`src/rtl/ltc2308_conv_ctrl.sv`:
```
// ltc2308_conv_ctrl
// Conversion and serial controller for the LTC2308 ADC. One start request
// runs one frame: hold CONVST high for the conversion time, then clock 12
// SCK periods. During those periods the 6-bit config word goes out on SDI
// and the result comes back on SDO. The config word sent in a frame selects
// the channel for the *next* conversion. The block therefore tags each
// sample with the channel requested one frame earlier. The first frame
// after reset only primes the ADC, so it produces no sample.
//
// Ports:
//   clk_clk, reset_reset      system clock; async active-high reset
//   start, channel, unipolar  request; accepted only while busy=0
//   busy                      frame in progress (start ignored)
//   sample_valid              one-cycle strobe for sample_data/sample_channel
//   sample_data[11:0]         conversion result, held between strobes
//   sample_channel[2:0]       channel sample_data was converted on
//   adc_convst/sck/sdi/sdo    LTC2308 pins
//
// Handshake: start is a single-cycle request. It is taken only in a cycle
// where busy=0, and is dropped (not queued) otherwise. sample_valid is a
// one-cycle strobe with no back-pressure.
module ltc2308_conv_ctrl #(
    parameter int SCK_DIV     = 2,
    parameter int CONV_CYCLES = 80
) (
    input  logic        clk_clk,
    input  logic        reset_reset,
    input  logic        start,
    input  logic [2:0]  channel,
    input  logic        unipolar,
    output logic        busy,
    output logic        sample_valid,
    output logic [11:0] sample_data,
    output logic [2:0]  sample_channel,
    output logic        adc_convst,
    output logic        adc_sck,
    output logic        adc_sdi,
    input  logic        adc_sdo
);

    localparam int CNT_MAX = (CONV_CYCLES > 2 * SCK_DIV) ? CONV_CYCLES : 2 * SCK_DIV;
    localparam int CNT_W   = $clog2(CNT_MAX + 1);

    typedef enum logic [1:0] {IDLE, CONV, SHIFT, DONE} state_t;

    state_t           state_q, state_d;
    logic [CNT_W-1:0] cnt_q, cnt_d;
    logic [3:0]       bit_q, bit_d;
    logic [2:0]       cur_ch_q, cur_ch_d;
    logic             cur_uni_q, cur_uni_d;
    logic [11:0]      shift_q;
    logic             primed_q;
    logic [2:0]       prev_ch_q;
    logic             valid_q;
    logic [11:0]      data_q;
    logic [2:0]       chan_q;
    logic             busy_q, busy_d;
    logic             convst_q, convst_d;
    logic             sck_q, sck_d;
    logic             sdi_q, sdi_d;
    logic [5:0]       cfg_word;
    logic             shift_en;
    logic             done_enter;

    // Config word in transmit order, bit 0 first:
    // S/D=1, O/S=ch[0], S1=ch[2], S0=ch[1], UNI, SLP=0
    assign cfg_word = {1'b0, cur_uni_q, cur_ch_q[1], cur_ch_q[2], cur_ch_q[0], 1'b1};

    always_comb begin
        state_d   = state_q;
        cnt_d     = cnt_q;
        bit_d     = bit_q;
        cur_ch_d  = cur_ch_q;
        cur_uni_d = cur_uni_q;
        case (state_q)
            IDLE: begin
                if (start) begin
                    state_d   = CONV;
                    cnt_d     = '0;
                    cur_ch_d  = channel;
                    cur_uni_d = unipolar;
                end
            end
            CONV: begin
                if (cnt_q == CNT_W'(CONV_CYCLES - 1)) begin
                    state_d = SHIFT;
                    cnt_d   = '0;
                    bit_d   = '0;
                end else begin
                    cnt_d = cnt_q + 1'b1;
                end
            end
            SHIFT: begin
                // cnt_q walks one SCK period: low half, then high half.
                if (cnt_q == CNT_W'(2 * SCK_DIV - 1)) begin
                    cnt_d = '0;
                    if (bit_q == 4'd11) begin
                        state_d = DONE;
                    end else begin
                        bit_d = bit_q + 1'b1;
                    end
                end else begin
                    cnt_d = cnt_q + 1'b1;
                end
            end
            DONE: begin
                state_d = IDLE;
            end
            default: begin
                state_d = IDLE;
            end
        endcase
    end

    // Pin values are decoded from the next state and registered, so the
    // pins change cleanly on the clock edge and stay aligned with the state.
    always_comb begin
        busy_d   = (state_d != IDLE);
        convst_d = (state_d == CONV);
        sck_d    = (state_d == SHIFT) && (cnt_d >= CNT_W'(SCK_DIV));
        sdi_d    = 1'b0;
        if (state_d == SHIFT && bit_d < 4'd6) begin
            sdi_d = cfg_word[bit_d[2:0]];
        end
    end

    // SDO is captured on the edge where SCK rises.
    assign shift_en   = (state_q == SHIFT) && (cnt_q == CNT_W'(SCK_DIV - 1));
    assign done_enter = (state_q == SHIFT) && (state_d == DONE);

    always_ff @(posedge clk_clk or posedge reset_reset) begin
        if (reset_reset) begin
            state_q   <= IDLE;
            cnt_q     <= '0;
            bit_q     <= '0;
            cur_ch_q  <= '0;
            cur_uni_q <= 1'b0;
            shift_q   <= '0;
            primed_q  <= 1'b0;
            prev_ch_q <= '0;
            valid_q   <= 1'b0;
            data_q    <= '0;
            chan_q    <= '0;
            busy_q    <= 1'b0;
            convst_q  <= 1'b0;
            sck_q     <= 1'b0;
            sdi_q     <= 1'b0;
        end else begin
            state_q   <= state_d;
            cnt_q     <= cnt_d;
            bit_q     <= bit_d;
            cur_ch_q  <= cur_ch_d;
            cur_uni_q <= cur_uni_d;
            busy_q    <= busy_d;
            convst_q  <= convst_d;
            sck_q     <= sck_d;
            sdi_q     <= sdi_d;
            if (shift_en) begin
                shift_q <= {shift_q[10:0], adc_sdo};
            end
            // The data read back now was converted on the channel that the
            // previous frame configured. A priming frame has no such
            // channel, so its data is dropped.
            valid_q <= done_enter && primed_q;
            if (done_enter) begin
                if (primed_q) begin
                    data_q <= shift_q;
                    chan_q <= prev_ch_q;
                end
                primed_q  <= 1'b1;
                prev_ch_q <= cur_ch_q;
            end
        end
    end

    assign busy           = busy_q;
    assign sample_valid   = valid_q;
    assign sample_data    = data_q;
    assign sample_channel = chan_q;
    assign adc_convst     = convst_q;
    assign adc_sck        = sck_q;
    assign adc_sdi        = sdi_q;

endmodule

```
`config.mk`:
```
export PLATFORM = sky130hd
export DESIGN_NAME = ltc2308_conv_ctrl
export DESIGN_NICKNAME = d
export VERILOG_FILES = /design/src/rtl/ltc2308_conv_ctrl.sv
export SDC_FILE = /design/constraint.sdc
export NUM_CORES = 1
export LEC_CHECK = 0
export BUFFER_PORTS_ARGS = -buffer_cell sky130_fd_sc_hd__buf_2
export CAP_MARGIN = 15
export CORE_ASPECT_RATIO = 0.75
export CORE_MARGIN = 8
export CORE_UTILIZATION = 45
export CTS_BUF_LIST = sky130_fd_sc_hd__clkbuf_8
export CTS_CLUSTER_DIAMETER = 50
export CTS_CLUSTER_SIZE = 20
export DETAILED_ROUTE_END_ITERATION = 6
export GPL_TIMING_DRIVEN = 1
export PLACE_DENSITY = 0.74
export SLEW_MARGIN = 20
export SYNTH_ARGS = -nofsm -noshare
export SYNTH_HDL_FRONTEND = slang
export SYNTH_SLANG_ARGS = --single-unit
```
`constraint.sdc`:
```
create_clock -name clk_clk -period 2.29 [get_ports clk_clk]
set_clock_uncertainty 0.2 [all_clocks]
set_input_delay 0.229 -clock clk_clk [delete_from_list [all_inputs] [get_ports clk_clk]]
set_output_delay 0.229 -clock clk_clk [all_outputs]
set_load 0.01 [all_outputs]
```
# Yosys cells after proc, flatten, opt, wreduce, memory -nomap -nowiden

Index checks and enable logic that the tools add are counted.

Register bits after elaboration: 53
Word-level logic and storage cells: 55

Add/sub/neg operators: 2
Order comparisons: 3
Eq/ne operators: 10
Muxes and demuxes: 16
Reduce and logical (&&, ||, !) cells: 9

Operators by type and width:

| kind                                                | count |
|---|---|
| two-way mux 7 bit                                   | 3 |
| one-hot mux 7 bit (3 select lines)                  | 1 |
| two-way mux 4 bit                                   | 3 |
| equality test 2 bit, second input constant          | 4 |
| two-way mux 2 bit                                   | 4 |
| one-hot mux 2 bit (4 select lines)                  | 1 |
| one-hot mux 4 bit (2 select lines)                  | 1 |
| adder 7 x 1 -> 7 bit, second input constant         | 1 |
| equality test 7 x 1 -> 1 bit, second input constant | 1 |
| equality test 7 x 2 -> 1 bit, second input constant | 1 |
| equality test 7 bit, second input constant          | 1 |
| >= comparator 7 x 2 -> 1 bit, second input constant | 1 |
| logical AND 1 bit                                   | 5 |
| adder 4 x 1 -> 4 bit, second input constant         | 1 |
| equality test 2 x 1 -> 1 bit, second input constant | 2 |
| equality test 4 bit, second input constant          | 1 |
| < comparator 3 x 4 -> 1 bit, second input constant  | 1 |
| < comparator 4 x 3 -> 1 bit, second input constant  | 1 |
| AND reduction 2 bit                                 | 2 |
| binary-select mux 1 bit (select 3 bit)              | 1 |
| zero test 2 bit                                     | 1 |
| two-way mux 1 bit                                   | 2 |
| nonzero test 2 bit                                  | 1 |

# Logic depth before layout (Yosys ltp)

Gate-level depths: netlist of run 1.

Word-level depth: 7
Gate-level depth with buffers: 8

# Least setup slack after synthesis of run 1

OpenSTA, ideal clock, no wires.

Path kind: register -> register
Start point: register cnt_q[3]
End point: register sdi_q (netlist: adc_sdi)
Setup time: 0.111 ns
Arrival time: 2.221 ns
Setup slack: -0.243 ns
Cell stages (with the launch flop): 7
Path through: dfrtp_1 > or4_1 > nor4b_1 > a311oi_2 > mux2i_1 > or3_1 > a2111oi_2

Cells in the longest elaborated chain, start to end: 6

RTL lines:

| what                                                                                     | RTL line | source |
|---|---|---|
| start: declaration                                                                       | 47       | `logic [CNT_W-1:0] cnt_q, cnt_d;` |
| start signal: assignment                                                                 | 150      | `cnt_q <= cnt_d;` |
| equality test 7 x 2 -> 1 bit or equality test 7 bit (tied branches)                      | 95, 85   |  |
| two-way mux 4 bit, or another cell as far along                                          | 95       | `if (cnt_q == CNT_W'(2 * SCK_DIV - 1)) begin` |
| one-hot mux 4 bit (2 select lines) or one-hot mux 2 bit (4 select lines) (tied branches) | 75       | `case (state_q)` |
| < comparator 4 x 3 -> 1 bit, or another cell as far along                                | 122      | `if (state_d == SHIFT && bit_d < 4'd6) begin` |
| logical AND 1 bit or two-way mux 1 bit (tied branches)                                   | 122, 123 |  |
| two-way mux 1 bit *                                                                      | 122      |  |
| named net sdi_d                                                                          | 60       | `logic sdi_q, sdi_d;` |
| end signal: assignment                                                                   | 157      | `sdi_q <= sdi_d;` |
| end: declaration                                                                         | 60       |  |

The timed path passes the listed nets; every way through them passes the cells marked *. The select of a mux whose other input is x is not followed.
A chain may end at the register's enable or synchronous reset.

# Worst setup path after layout of run 1

Start point: register cnt_q[0]
End point: register sdi_q (netlist: adc_sdi)

The elaborated chain is that of the path after synthesis.

==> run metrics, run 1 <==
Die X 101 um; setup TNS -0.313 ns; post-route clock period utilization 1.08; FF+latch count, synth 53; post-route cell area 3350 um2; Final setup viols 3; GRT overflow 0; die height 79.4 um; worst min path class primary input to register; Distinct cells, synth 43; WL/cell 16.1 um; routed via count 1,839; Synthesis Warnings 0; largest fanout on the critical path 3; Avg Vias per Cell 5.18; FFs w/ async S/R, synth 1.00; PortBufs 27; Final ANT Viol Nets 0; Initial DRC Count 96; vias in the first global route 1,893; Final Hold Violating Endpoints 0; max-cap violation count 0; Reg clk slew, reported paths 0.10 ns; GPL Wtd Cong 0.928; I/O pin total 28; placed insts 335; Setup crit end kind register; sequential area share after synthesis 0.550; global-route wire length before repair 9290 um; first drt pass iteration count 4; routed wire length 5730 um; relative slew slack 0.674; Top FF cell, synth dfrtp_1; layout cell share with drive strength beyond 1 0.539; violated checks negative setup slack; max-slew violations 0; Starting Density 0.458; Mapped Nets 210; clk sinks 53; Mapped Cells 195; outcome finished, violations left; Syn Std Cell Area 2410 um2; Worst-Skew Late Latency 0.30 ns; Die ar. 7990 um2; CP Data Arrival Time 2.47 ns; H-tree lvl count 2; Clock Path Buffers 2; crit path kind register to register; TritonCTS clock tree built; initial antenna violation count 0; Slew @ Worst Pin 0.488 ns; largest net degree at the start of global routing 32; RSZ-0062 raised after global routing true; leakage dissipation 0.00174 uW; Max Clock Freq 405 MHz; FP Rows 23; Period minus WS final 2.47 ns; crit path launch type register; CP Data Required Time 2.29 ns; EDFF count, synth 0; VDD IR max 0.285 mV; placement-stage cell area 3010 um2; final hold slack 0.264 ns; Finished Layout Cells 355; PD cells 451 nW/um2; Clock Tree Root clkbuf_8; Inserted Diodes 0; hpwl dp 3930 um; core area 5270 um2; final setup margin -0.179 ns; area grow syn2layout 38.8%; Num CTS Buffers 5; number of remaining DRC errors 0; nets 294; Syn Area/Cell 12.4 um2; GR Util All Layers 0.145
-- stage by stage --
stage               total power, uW  setup slack, ns  utilization
floorplan                       968           -0.122            -
global placement                983           -0.170        0.572
detailed placement              984           -0.262        0.572
CTS                            1530           -0.173        0.621
global route                   1580           -0.289        0.636
finish                         1510           -0.179        0.636
-- cells in the mapped netlist (2+ instances only) --
master	count	area share
a21boi_0	2	0.0062
a21oi_1	2	0.0041
nand2_1	9	0.014
or2_2	2	0.0052
inv_1	12	0.019
o21ai_0	10	0.021
a21o_1	2	0.0062
nand2b_1	2	0.0052
nand3_1	8	0.017
nand3b_1	2	0.0062
dfrtp_1	53	0.55
buf_2	2	0.0041
nor2b_1	3	0.0078
a211oi_1	2	0.0062
ha_1	7	0.036
a22o_1	2	0.0073
o31ai_1	3	0.0093
mux2_2	35	0.16
clkbuf_1	2	0.0031
and3_1	2	0.0052
or3_1	2	0.0052
nor3_1	2	0.0041
nor2_1	9	0.014
-- registers in the layout, indices dropped and copies added (netlist names) --
signal	cells
adc_convst	1
adc_sck	1
adc_sdi	1
bit_q	4
busy	1
cnt_q	7
cur_ch_q	3
cur_uni_q	1
prev_ch_q	3
primed_q	1
sample_channel	3
sample_data	12
sample_valid	1
shift_q	12
state_q	2
-- report_power, final --
group / internal (uW) / switching (uW) / total, uW / leakage (uW)
Sequential: 935 / 0 / 935 / 0.000712
Combinational: 14.7 / 21.9 / 36.6 / 0.000983
Clock: 218 / 321 / 539 / 0.0000445
Total: 1170 / 343 / 1510 / 0.00174
-- layout by cell type, fill, tap and decap left out, types with 2 or more instances in the layout --
cell / Yosys / final
ha_1: 7 / 5
a21boi_0: 2 / 2
nand2b_1: 2 / 2
nor2b_1: 3 / 2
dfrtp_1: 53 / 50
buf_12: 0 / 2
or2_2: 2 / 2
clkbuf_8: 0 / 5
nand2_1: 9 / 8
inv_2: 0 / 3
dlygate4sd3_1: 0 / 6
o21ai_0: 10 / 7
nand2_4: 0 / 2
inv_1: 12 / 9
dfrtp_2: 0 / 3
nand3_1: 8 / 8
nand3b_1: 2 / 2
or3_1: 2 / 2
buf_6: 0 / 2
nor2_1: 9 / 8
and3_1: 2 / 2
a22o_1: 2 / 2
buf_2: 2 / 28
nor2_4: 0 / 2
buf_4: 0 / 42
mux2_2: 35 / 34
a21o_1: 2 / 2
o31ai_2: 0 / 2
o21ai_1: 1 / 2
-- worst max-delay path, stage by stage, from the launching register on --
cell and delay, ns:
dfrtp_1 0.40, ha_2 0.21, buf_4 0.14, nand2b_1 0.23, nor4b_4 0.09, a311oi_2 0.36, mux2i_1 0.11, or3_1 0.33
a2111oi_2 0.29
-- cell families after synthesis --
kind of cell,after synthesis,share of synthesized area
AO/OA/AOI/OAI,35,0.108
flip-flops,53,0.550
AND/OR/NAND/NOR,47,0.108
multiplexers,37,0.172
adder cells (fa/ha/maj),7,0.0363
buffers and inverters,16,0.0259
-- layout make-up --
| class | instances | area [um2] |
|---|---|---|
| well taps | 75 | 93.8 |
| repair buffers | 81 | 606 |
| flip-flops and latches | 53 | 1330 |
| clock buffers | 5 | 68.8 |
| inverters | 12 | 45.0 |
| multi-input cells | 126 | 1190 |
| fillers | 396 | 1920 |
| clock inverters | 3 | 21.3 |
-- worst paths after layout --
check | from | to | slack (ns) | depth (start not counted)
worst max-delay path | cnt_q[0] | adc_sdi | -0.18 | 8
worst min register to register | sample_data[2] | sample_data[2] | 0.31 | 1
max in group asynchronous | reset_reset | cnt_q[4] | 1.06 | 4
min in group asynchronous | reset_reset | shift_q[3] | 0.29 | 3
worst max register to register | cnt_q[0] | adc_sdi | -0.18 | 8
worst min-delay path | start | state_q[1] | 0.26 | 5
-- per-layer routing --
metal	vias to the layer above	global-route usage	wire (um)	share of wire
met5	-	0	0	0
met4	0	0.0376	69	0.012
met3	11	0.0357	236	0.041
met2	32	0.233	2700	0.47
met1	925	0.192	2720	0.47
li1	871	-	-	-
-- timing repair --
item                                   4_1_cts  5_1_grt
pin swaps                                    7        6
gates resized for setup                     11       18
gates cloned                                 1        1
setup endpoints to repair                   21       34
hold buffers                                 6        0
buffers inserted                             4        1
endpoints found under the hold margin       27        0
Note: power is estimated with default switching activity, not from simulation.
==> inputs of run 2 (changes only) <==
SETUP_SLACK_MARGIN = 0.4   (was default)
==> run 2 against run 1 <==
  * The run still ends with negative setup slack left
  * Register-to-register slack got worse by 0.02 ns
  * Utilization increased by 5.1 points
  * Sequential cell count unchanged
  * Setup slack got worse by 0.017 ns
  * Power increased by 0.27%
  * Critical path type unchanged
  * Routed wire length increased by 0.82%
  * Sequential power about the same
  * First-iteration DRC count decreased by 3.1%
  * Final area increased by 8.0%
  * Clock-buffer cell count unchanged
  * Via count increased by 1.4%
==> run metrics, run 2 (same netlist as run 1, synthesis figures left out) <==
outcome finished, violations left; violated checks negative setup slack; post-route clock period utilization 1.09; largest net degree at the start of global routing 28; FF-to-FF Start cnt_q[6]; H-tree lvl count 2; clk sinks 53; global-route wire length before repair 9240 um; FP Rows 23; VDD IR max 0.335 mV; max-slew violations 0; routed via count 1,864; GRT overflow 0; Setup crit end kind register; Tot Pwr 1510 uW; Worst-Skew Late Latency 0.31 ns; Clock Tree Root clkbuf_8; area grow syn2layout 50.0%; Worst Setup SP cnt_q[6]; Reg clk slew, reported paths 0.10 ns; Starting Density 0.458; most frequent cells in the layout dfrtp_1, buf_4, buf_2; placement-stage cell area 3100 um2; CP Data Arrival Time 2.50 ns; Num CTS Buffers 5; Avg Vias per Cell 5.19; worst reg2reg path depth 6; max-cap violation count 0; leakage dissipation 0.00178 uW; crit path kind register to register; final core occ 0.687; Final Hold Violating Endpoints 0; Final ANT Viol Nets 0; relative slew slack 0.621; RSZ-0062 raised after global routing true; nets 298; placed insts 337; PortBufs 27; Finished Layout Cells 359; first drt pass iteration count 4; GPL Wtd Cong 0.911; Initial DRC Count 93; Die X 101 um; Clock Path Buffers 2; hpwl dp 3860 um; TritonCTS clock tree built; Max Clock Freq 402 MHz; WL/cell 16.1 um; I/O pin total 28; GR Util All Layers 0.144; routed wire length 5770 um; layout cell share with drive strength beyond 1 0.616; PD cells 418 nW/um2; number of remaining DRC errors 0; vias in the first global route 1,934; Slew @ Worst Pin 0.567 ns; post-route cell area 3620 um2; initial antenna violation count 0; area of the multi-input gates 1420 um2; worst min path class primary input to register; crit path launch type register; CP Data Required Time 2.30 ns; Critical R2R Capture adc_sdi; Final setup viols 20; Sequential Area 1330 um2; Period minus WS final 2.49 ns; flop2flop setup slack -0.20 ns; Fillers 374; final setup margin -0.196 ns; largest fanout on the critical path 3; die height 79.4 um; core area 5270 um2; Die ar. 7990 um2; Inserted Diodes 0; most common cell after layout, fill and taps aside dfrtp_1; end point of the critical path adc_sdi
run 2: what timing repair did:
action	CTS	global route
hold buffers	6	0
endpoints found under the setup margin	44	46
resized for setup	34	36
pin swaps	6	10
endpoints found under the hold margin	31	0
buffers inserted	3	5
run 2: how the worst min path moves through the flow:
| stage | slack (ns) | endpoint | depth (start not counted) | startpoint |
|---|---|---|---|---|
| 2_1_floorplan | 0.18 | cur_ch_q[0] | 1 | channel[0] |
| 3_3_place_gp | 0.12 | sample_data[1] | 2 | reset_reset |
| 3_5_place_dp | 0.11 | sample_data[1] | 2 | reset_reset |
| 4_1_cts | 0.23 | state_q[1] | 5 | start |
| 5_1_grt | 0.24 | cur_uni_q | 3 | start |
| 6_report | 0.22 | busy | 5 | start |
run 2: where the power goes:
group / switching, uW / total, uW / internal, uW
registers: 0 / 935 / 935
clock network: 326 / 543 / 218
logic: 21.7 / 36.4 / 14.6
run 2: through the flow:
stage	setup TNS [ns]	setup WS, ns	hold slack (ns)
floorplan	-0.219	-0.122	0.180
global placement	-0.181	-0.122	0.117
detailed placement	-0.313	-0.178	0.115
CTS	-0.359	-0.206	0.231
global route	-2.75	-0.251	0.237
finish	-1.80	-0.196	0.221
run 2: layout make-up:
type,instances,share of cell area
inverters,12,0.0131
repair buffers,85,0.176
clock buffers,5,0.0190
multi-input cells,126,0.393
clock inverters,3,0.00588
flip-flops and latches,53,0.367
well taps,75,0.0259
run 2: worst max-delay path: stages, from the launching register on:
cell and delay, ns:
dfrtp_2 0.44, nor4_4 0.34, nand3_1 0.16, mux2_4 0.32, a22o_1 0.24, or3_4 0.41
a2111oi_4 0.28
run 2: layer usage:
metal  global-route usage  vias to the layer above  wire (um)
met5                    0                        -          0
met2                0.234                       33       2730
li1                     -                      877          -
met4               0.0316                        0         48
met3               0.0331                        7        212
met1                0.193                      947       2780
==> inputs of run 3 (changes only) <==
BUFFER_PORTS_ARGS = default   (was -buffer_cell sky130_fd_sc_hd__buf_2)
CORE_ASPECT_RATIO = 1.2   (was 0.75)
DONT_BUFFER_PORTS = 1   (was default)
PLACE_DENSITY = 0.69   (was 0.74)
==> run 3 against run 2 <==
  * The flow still finishes with violations (negative setup slack)
  * Cell count fell by 10%
  * Clock power rose by 13%
  * Register-to-register slack got worse by 0.02 ns
  * Largest cell class is now flip-flops and latches
  * Via count fell by 5.3%
  * Fmax fell by 0.88%
  * Sequential cell count did not move
  * Final area fell by 4.3%
==> run metrics, run 3 (same netlist as run 1, synthesis figures left out) <==
outcome finished, violations left; violated checks negative setup slack; FP Rows 29; worst min path class primary input to register; nets 275; area grow syn2layout 43.5%; area of the multi-input gates 1320 um2; global-route wire length before repair 9330 um; Die ar. 7970 um2; Max Clock Freq 399 MHz; crit path kind register to register; dpl ws -0.220 ns; placement-stage cell area 2910 um2; leakage dissipation 0.00167 uW; CP Data Arrival Time 2.49 ns; core area 5230 um2; Tot Pwr 1580 uW; vias in the first global route 1,934; Period minus WS final 2.51 ns; Clock Path Buffers 2; Slew @ Worst Pin 0.483 ns; routed wire length 5540 um; Clock Tree Root clkbuf_8; CP Data Required Time 2.28 ns; relative slew slack 0.677; CP most frequent cell buf_4; Inserted Diodes 0; final setup margin -0.218 ns; Starting Density 0.462; GR Util All Layers 0.141; GRT overflow 0; layout cell share with drive strength beyond 1 0.540; routed via count 1,766; Worst-Skew Late Latency 0.30 ns; most common cell after layout, fill and taps aside dfrtp_1; VDD IR max 0.364 mV; number of remaining DRC errors 0; RSZ-0062 raised after global routing true; clk sinks 53; Reg clk slew, reported paths 0.09 ns; Avg Vias per Cell 5.47; Final setup viols 18; initial antenna violation count 0; Fillers 404; first drt pass iteration count 4; WL/cell 17.1 um; die height 96.2 um; hpwl dp 3720 um; I/O pin total 28; post-route cell area 3460 um2; Max stage delay on crit path 0.36 ns; slowest stage cell on the critical path dfrtp_1; final hold slack 0.115 ns; H-tree lvl count 2; Sequential Area 1330 um2; crit path launch type register; Setup crit end kind register; CP Cell Sequence inv_2 -> buf_4 -> ha_1 -> buf_4 -> nor2_2 -> a311oi_1 -> o21ai_0 -> o31ai_2 -> or3_1 -> o41a_1; GPL Wtd Cong 0.847; Initial DRC Count 37; largest fanout on the critical path 6; max-slew violations 0; Die X 82.9 um; largest net degree at the start of global routing 33; Num CTS Buffers 5; PortBufs 0; TritonCTS clock tree built; max-cap violation count 0; post-route clock period utilization 1.10; setup TNS -1.18 ns; PD cells 456 nW/um2; Final Hold Violating Endpoints 0; Final ANT Viol Nets 0; most frequent cells in the layout dfrtp_1, buf_4, mux2_2
-- run 3: layout make-up --
class	instances	area share
Clock inverter	3	0.0123
Clock buffer	5	0.0199
Multi-Input combinational cell	126	0.381
Tap cell	62	0.0224
Timing Repair Buffer	62	0.167
Sequential cell	53	0.384
Inverter	12	0.0130
-- run 3: report_power, final --
part | switching (uW) | total, uW | internal (uW)
Clock | 292 | 616 | 324
Sequential | 0 | 935 | 935
Combinational | 19.7 | 30.3 | 10.7
Total | 311 | 1580 | 1270
-- run 3: routing by layer --
| layer | wire [um] | vias up | GRT usage |
|---|---|---|---|
| met5 | 0 | - | 0 |
| met3 | 265 | 4 | 0.0398 |
| met4 | 48 | 0 | 0.0440 |
| li1 | - | 833 | - |
| met2 | 2930 | 34 | 0.252 |
| met1 | 2290 | 895 | 0.160 |
-- run 3: final timing paths --
kind	slack, ns	from	end	cells after the start
worst min-delay path	0.12	start	state_q[1]	4
worst min register to register	0.32	prev_ch_q[1]	prev_ch_q[1]	1
worst max-delay path	-0.22	state_q[0]	adc_sck	10
min in group asynchronous	0.21	reset_reset	sample_data[10]	2
max in group asynchronous	1.16	reset_reset	prev_ch_q[1]	3
worst max register to register	-0.22	state_q[0]	adc_sck	10
-- run 3: timing repair --
item,CTS,global route
resized for setup,37,12
hold buffers,6,0
endpoints found under the setup margin,44,45
setup buffers,12,5
endpoints found under the hold margin,26,0
pin swaps,9,8
cloned,1,0
-- run 3: critical path, delay by kind of cell, from the launching register on --
kind	cells	cell delay, ns
AOI/OAI and AO/OA	4	0.79
adders and majority gates	1	0.22
buffers and inverters	3	0.37
DFF	1	0.36
and+or+nand+nor	2	0.46
-- run 3: stage by stage --
stage	utilization	instances
2_1_floorplan	-	195
4_1_cts	0.646	318
3_3_place_gp	0.558	291
5_1_grt	0.663	323
6_report	0.663	323
3_5_place_dp	0.558	291
